**src/rtl/load_unit_pkg.sv**
```systemverilog
// Shared memory-operation definitions for the load/store datapath.
// - load_kind_e : load-kind encoding carried on the 3-bit control bus
// - store_kind_e: store-splice codes used by the store path
// - load_ok()   : legality + natural-alignment test for a load request
package load_unit_pkg;

  typedef enum logic [2:0] {
    LD_LB  = 3'b000,
    LD_LH  = 3'b001,
    LD_LW  = 3'b010,
    LD_LD  = 3'b011,
    LD_LBU = 3'b100,
    LD_LHU = 3'b101,
    LD_LWU = 3'b110,
    LD_ILL = 3'b111
  } load_kind_e;

  typedef enum logic [1:0] {
    ST_SB = 2'b00,
    ST_SH = 2'b01,
    ST_SW = 2'b10,
    ST_SD = 2'b11
  } store_kind_e;

  // True when the kind is legal and the byte offset is naturally aligned.
  function automatic logic load_ok(input logic [2:0] kind, input logic [2:0] off);
    logic ok;
    ok = 1'b0;
    case (load_kind_e'(kind))
      LD_LB, LD_LBU: ok = 1'b1;
      LD_LH, LD_LHU: ok = (off[0] == 1'b0);
      LD_LW, LD_LWU: ok = (off[1:0] == 2'b00);
      LD_LD:         ok = (off == 3'b000);
      default:       ok = 1'b0;
    endcase
    return ok;
  endfunction

endpackage

```
**src/rtl/load_extender.sv**
```systemverilog
// Combinational lane select and sign/zero extension for loads.
// Ports:
//   control  [2:0]  load kind (load_kind_e encoding)
//   offset   [2:0]  byte offset of the load within the doubleword
//   rdata    [63:0] little-endian doubleword from memory
//   extended [63:0] selected lane, extended to 64 bits (0 for illegal kind)
module load_extender
  import load_unit_pkg::*;
(
  input  logic [2:0]  control,
  input  logic [2:0]  offset,
  input  logic [63:0] rdata,
  output logic [63:0] extended
);

  logic [63:0] w_shift;

  assign w_shift = rdata >> {offset, 3'b000};

  always_comb begin
    extended = '0;
    case (load_kind_e'(control))
      LD_LB:   extended = {{56{w_shift[7]}},  w_shift[7:0]};
      LD_LH:   extended = {{48{w_shift[15]}}, w_shift[15:0]};
      LD_LW:   extended = {{32{w_shift[31]}}, w_shift[31:0]};
      LD_LD:   extended = w_shift;
      LD_LBU:  extended = {56'd0, w_shift[7:0]};
      LD_LHU:  extended = {48'd0, w_shift[15:0]};
      LD_LWU:  extended = {32'd0, w_shift[31:0]};
      default: extended = '0;
    endcase
  end

endmodule

```
**src/rtl/load_unit.sv**
```systemverilog
// Load unit: issues one doubleword read per load, waits for mem_ack with a
// bounded timeout, then returns the lane-selected, extended result.
// Ports:
//   clk, reset        clock, synchronous active-high reset
//   start             load request (only accepted in IDLE)
//   control [2:0]     load kind
//   addr [63:0]       byte address
//   mem_req           read request, held for the whole WAIT phase
//   mem_addr [63:0]   doubleword-aligned request address
//   mem_ack           read data valid (only honoured in WAIT)
//   mem_rdata [63:0]  read data
//   busy              high in WAIT and DONE
//   done              one-cycle completion pulse
//   fault             qualifies done: misaligned, illegal or timed out
//   o_data [63:0]     load result, held until the next done
module load_unit
  import load_unit_pkg::*;
#(
  parameter int unsigned TIMEOUT = 255
) (
  input  logic        clk,
  input  logic        reset,
  input  logic        start,
  input  logic [2:0]  control,
  input  logic [63:0] addr,
  output logic        mem_req,
  output logic [63:0] mem_addr,
  input  logic        mem_ack,
  input  logic [63:0] mem_rdata,
  output logic        busy,
  output logic        done,
  output logic        fault,
  output logic [63:0] o_data
);

  localparam int unsigned CW = (TIMEOUT > 1) ? $clog2(TIMEOUT + 1) : 1;

  typedef enum logic [1:0] {
    S_IDLE,
    S_WAIT,
    S_DONE
  } state_e;

  state_e      r_state;
  logic [2:0]  r_ctrl;
  logic [2:0]  r_off;
  logic [CW-1:0] r_cnt;
  logic        r_mem_req;
  logic [63:0] r_mem_addr;
  logic        r_busy;
  logic        r_done;
  logic        r_fault;
  logic [63:0] r_data;
  logic [63:0] w_ext;

  load_extender u_ext (
    .control  (r_ctrl),
    .offset   (r_off),
    .rdata    (mem_rdata),
    .extended (w_ext)
  );

  always_ff @(posedge clk) begin
    if (reset) begin
      r_state    <= S_IDLE;
      r_ctrl     <= '0;
      r_off      <= '0;
      r_cnt      <= '0;
      r_mem_req  <= 1'b0;
      r_mem_addr <= '0;
      r_busy     <= 1'b0;
      r_done     <= 1'b0;
      r_fault    <= 1'b0;
      r_data     <= '0;
    end else begin
      case (r_state)
        S_IDLE: begin
          if (start) begin
            r_busy <= 1'b1;
            if (load_ok(control, addr[2:0])) begin
              r_ctrl     <= control;
              r_off      <= addr[2:0];
              r_mem_addr <= {addr[63:3], 3'b000};
              r_cnt      <= '0;
              r_mem_req  <= 1'b1;
              r_state    <= S_WAIT;
            end else begin
              // Rejected requests never touch memory.
              r_done  <= 1'b1;
              r_fault <= 1'b1;
              r_data  <= '0;
              r_state <= S_DONE;
            end
          end
        end
        S_WAIT: begin
          // Ack is tested before the timeout so a last-cycle ack still succeeds.
          if (mem_ack) begin
            r_data    <= w_ext;
            r_fault   <= 1'b0;
            r_done    <= 1'b1;
            r_mem_req <= 1'b0;
            r_state   <= S_DONE;
          end else if (r_cnt == CW'(TIMEOUT)) begin
            r_data    <= '0;
            r_fault   <= 1'b1;
            r_done    <= 1'b1;
            r_mem_req <= 1'b0;
            r_state   <= S_DONE;
          end else begin
            r_cnt <= r_cnt + CW'(1);
          end
        end
        S_DONE: begin
          r_done  <= 1'b0;
          r_fault <= 1'b0;
          r_busy  <= 1'b0;
          r_state <= S_IDLE;
        end
        default: r_state <= S_IDLE;
      endcase
    end
  end

  assign mem_req  = r_mem_req;
  assign mem_addr = r_mem_addr;
  assign busy     = r_busy;
  assign done     = r_done;
  assign fault    = r_fault;
  assign o_data   = r_data;

endmodule

```
**config.mk**
```make
export PLATFORM = sky130hd
export DESIGN_NAME = load_unit
export DESIGN_NICKNAME = d
export VERILOG_FILES = /design/src/rtl/load_unit_pkg.sv /design/src/rtl/load_extender.sv /design/src/rtl/load_unit.sv
export SDC_FILE = /design/constraint.sdc
export NUM_CORES = 1
export LEC_CHECK = 0
export CAP_MARGIN = 20
export CORE_MARGIN = 2
export CORE_UTILIZATION = 49
export CTS_CLUSTER_DIAMETER = 80
export DETAILED_ROUTE_END_ITERATION = 6
export PLACE_DENSITY = 0.87
export SLEW_MARGIN = 20
export SYNTH_ARGS = -nofsm -noshare
export SYNTH_HDL_FRONTEND = slang
export SYNTH_SLANG_ARGS = --single-unit
```
**constraint.sdc**
```tcl
create_clock -name clk -period 3.9 [get_ports clk]
set_input_delay 0.78 -clock clk [delete_from_list [all_inputs] [get_ports clk]]
set_output_delay 0.78 -clock clk [all_outputs]
set_load 0.1 [all_outputs]
```
==> load_flow_metrics.sql <==
INSERT INTO impl_metrics (metric_group, metric, value, unit) VALUES
('place', 'place_congestion', '0.9181', ''),
('sta', 'grt_setup_unrepaired', 'no', ''),
('synth', 'synthDominantCellAreaShare', '0.3900', ''),
('die', 'die-area', '0.01619', 'sq mm'),
('clock_network', 'htreeDepth', '4', ''),
('die', 'die_h', '127.2', 'um'),
('clock_network', 'cts_root_buffer', 'clkbuf_16', ''),
('sta', 'post-route-min-period', '2.769', 'ns'),
('sta', 'setup_tns', '0', 'ns'),
('clock_network', 'tritoncts', 'built', ''),
('die', 'start_util', '0.4950', ''),
('synth', 'synth_sequential_area_ratio', '0.3900', ''),
('clock_network', 'postCtsSetupBuffers', '0', ''),
('sta', 'clock_skew', '0.01119', 'ns'),
('routing', 'routed-via-count', '7781', ''),
('finish', 'syn2layout_area_growth', '42.48', '%'),
('finish', 'antennaDiodeCount', '0', ''),
('clock_network', 'cts-root-to-sink-buffers', '2', ''),
('die', 'core.rowCount', '45', ''),
('sta', 'hold_viol_final', '0', ''),
('critical_path', 'critical_path.cell_chain', 'clkdlybuf4s50_1, mux4_2, mux2_4, nand2_4, nand4_1, a22o_1', ''),
('clock_network', 'cts_inserted_buffers', '17', ''),
('sta', 'final.period_utilization', '0.7101', ''),
('pwr', 'leakage', '3.793', 'nW'),
('clock_network', 'clkSinkCount', '145', ''),
('die', 'io_pins', '267', ''),
('routing', 'drt-wirelength-per-cell', '18.99', 'um'),
('synth', 'async_flop_share', '0', ''),
('finish', 'share_of_post_route_cells_with_drive_strength_above_1', '0.05372', ''),
('outcome', 'result_of_the_run', 'finished clean', ''),
('routing', 'routed_wirelength', '24.79', 'mm'),
('routing', 'via_per_inst', '5.962', ''),
('critical_path', 'critPathKind', 'in2reg', ''),
('synth', 'dominantRegCellSynth', 'dfxtp_1', ''),
('synth', 'synth_area_leaders', 'dfxtp_1, mux2i_1, nand2_1', ''),
('routing', 'drtAntennaViolNets', '0', ''),
('sta', 'holdWs', '0.4522', 'ns'),
('clock_network', 'resized_after_cts', '0', ''),
('critical_path', 'cpMaxStageDelayCell', 'clkdlybuf4s50_1', ''),
('grt', 'grt.total_usage', '0.2950', ''),
('synth', 'post_synth_num_cell_types', '51', ''),
('grt', 'grt_max_degree', '68', ''),
('die', 'fp.dieW', '127.2', 'um'),
('sta', 'worstMarginPinSlew', '1.065', 'ns'),
('place', 'dp_hpwl', '17.71', 'mm'),
('finish', 'final_net_count', '1244', ''),
('synth', 'ys_seq_elements', '145', ''),
('grt', 'antenna_found_initial', '0', ''),
('finish', 'fillCellCount', '1150', ''),
('critical_path', 'startpoint_kind_of_the_worst_setup_timing_path', 'primary input', ''),
('synth', 'synth_cells', '893', ''),
('die', 'core_region_area', '0.01503', 'sq mm'),
('critical_path', 'critPathTopFamily', 'multiplexers', ''),
('clock_network', 'path_clk_slew', '0.06', 'ns'),
('job', 'maxCapViolCount', '0', ''),
('critical_path', 'critical_path_required', '4.22', 'ns'),
('critical_path', 'crit_arrival', '3.09', 'ns'),
('synth', 'most_common_cell_in_the_netlist', 'nand2_1', ''),
('synth', 'synth.top_cells.by_count', 'nand2_1, dfxtp_1, mux2i_1, a21oi_1, a22o_1', ''),
('grt', 'grt.overflow.total', '0', ''),
('synth', 'synth_area', '0.007442', 'sq mm'),
('sta', 'maxSlewHeadroom', '0.2879', ''),
('synth', 'cell_accounting_for_the_most_synthesized_area', 'dfxtp_1', ''),
('synth', 'ys.warnings.count', '0', ''),
('critical_path', 'critical_path.max_stage_delay', '0.55', 'ns'),
('routing', 'detailedRoute.firstPassIterationCount', '6', ''),
('routing', 'drc', '0', ''),
('hold_path', 'class_of_the_tightest_hold_or_removal_check', 'reg2reg', ''),
('sta', 'setup_viol', '0', ''),
('pwr', 'pwr_density_cell', '412.7', 'mW/mm^2'),
('critical_path', 'crit_path_max_fanout', '47', ''),
('grt', 'via_count_of_the_first_global_routing_pass', '7068', ''),
('critical_path', 'endpoint_kind_of_the_worst_setup_timing_path', 'flop', ''),
('grt', 'grt_pass1_wl', '37.69', 'mm'),
('synth', 'avgSynthCellArea', '8.334', 'sq um'),
('synth', 'number_of_enable_flip_flop_cells_after_synthesis', '0', ''),
('place', 'quantity_of_i_o_buffers_inserted_on_ports', '263', ''),
('sta', 'max_freq', '0.3611', 'GHz'),
('clock_network', 'clk-insertion-delay-late', '0.43', 'ns'),
('routing', 'drt-initial-drc-count', '885', ''),
('critical_path', 'path_buf_inv', '1', ''),
('pwr', 'ir_worst_vdd', '0.3553', 'mV'),
('sta', 'slew_viol_final', '0', ''),
('clock_network', 'holdBufCountCts', '0', '');
stage by stage:
| step | utilization | std cells | area, sq um | setup slack (ns) | power (mW) |
|---|---|---|---|---|---|
| finish | 0.7054 | 1305 | 10600 | 1.131 | 4.377 |
| global route | 0.7054 | 1305 | 10600 | 1.100 | 4.521 |
| CTS | 0.7054 | 1305 | 10600 | 1.128 | 4.372 |
| detailed placement | 0.6677 | 1274 | 10040 | 0.7760 | 2.809 |
| global placement | 0.6677 | 1274 | 10040 | 0.8492 | 2.796 |
| floorplan | - | 895 | 7450 | 1.664 | 2.457 |
final cells by class:
class,instances,area [sq um],share of cell area
Clock buffer,18,439.2,0.04142
Clock inverter,13,127.6,0.01204
Inverter,8,30.03,0.002832
Multi-Input combinational cell,657,4114,0.3880
Sequential cell,145,2908,0.2742
Tap cell,188,235.2,0.02218
Timing Repair Buffer,276,2750,0.2594
power breakdown:
group	total (mW)	switching (mW)	internal, mW
clock network	1.58	0.676	0.904
registers	1.58	0.0433	1.54
logic	1.22	0.819	0.397
total	4.38	1.54	2.84
worst min-delay path, delay by kind of cell (launching register included):
kind	cells	cell delay [ns]
AOI/OAI and AO/OA	1	0.05
DFF	1	0.31
and+or+nand+nor	1	0.05
worst paths after layout:
check / startpoint / endpoint / slack [ns] / cells after the start
min reg2reg: mem_addr[15] / mem_addr[15] / 0.45 / 2
max reg2reg: r_off[1] / o_data[29] / 1.24 / 6
max: mem_rdata[63] / o_data[53] / 1.13 / 6
min: mem_addr[15] / mem_addr[15] / 0.45 / 2
flip-flops by register name (all words and copies together) (netlist names):
register,flops
o_data,64
mem_addr,61
r_cnt,8
r_ctrl,3
r_off,3
r_state,2
busy,1
done,1
fault,1
mem_req,1
cells in the final DEF (no fill, tap or decap), types with 3 or more instances in the layout:
cell type        count
nor2_1              10
o31ai_1              4
o21ai_1             11
a22o_1              57
mux4_2               3
nand2b_1             7
mux2i_1             80
a21boi_1             3
nand4_1             26
nor4_1               3
a32oi_1              8
nand3_1             20
o2bb2ai_1            6
a211oi_1            16
dfxtp_1            143
o211ai_1            19
inv_6                3
buf_4               11
conb_1               3
or3_1               10
o21ai_0             15
nor3_1              10
nand2_1            201
and2_1               9
a22oi_1             10
clkbuf_16           17
a31oi_1             10
o21a_1               5
clkdlybuf4s50_1    262
ha_1                 4
inv_1                7
a21oi_1             75
nor2b_1              9
per-layer routing:
layer	vias to the layer above	wire length (um)	track usage
met1	3547	9468	0.3524
met4	0	1080	0.1448
met3	84	2454	0.09255
met5	-	0	0
met2	490	11780	0.4826
li1	3660	-	-
cell families (layout without fill, tap and decap cells):
| family | count (synthesis) | after routing | synth area share |
|---|---|---|---|
| multiplexers | 84 | 84 | 0.1187 |
| AND/OR/NAND/NOR | 320 | 320 | 0.1957 |
| flip-flops | 145 | 145 | 0.3900 |
| AO/OA/AOI/OAI | 246 | 246 | 0.2263 |
| buffers and inverters | 93 | 315 | 0.06204 |
| other | 1 | 3 | 0.0005039 |
| adder cells (fa/ha/maj) | 4 | 4 | 0.006725 |
No activity file was read; power rests on OpenSTA's default activity.
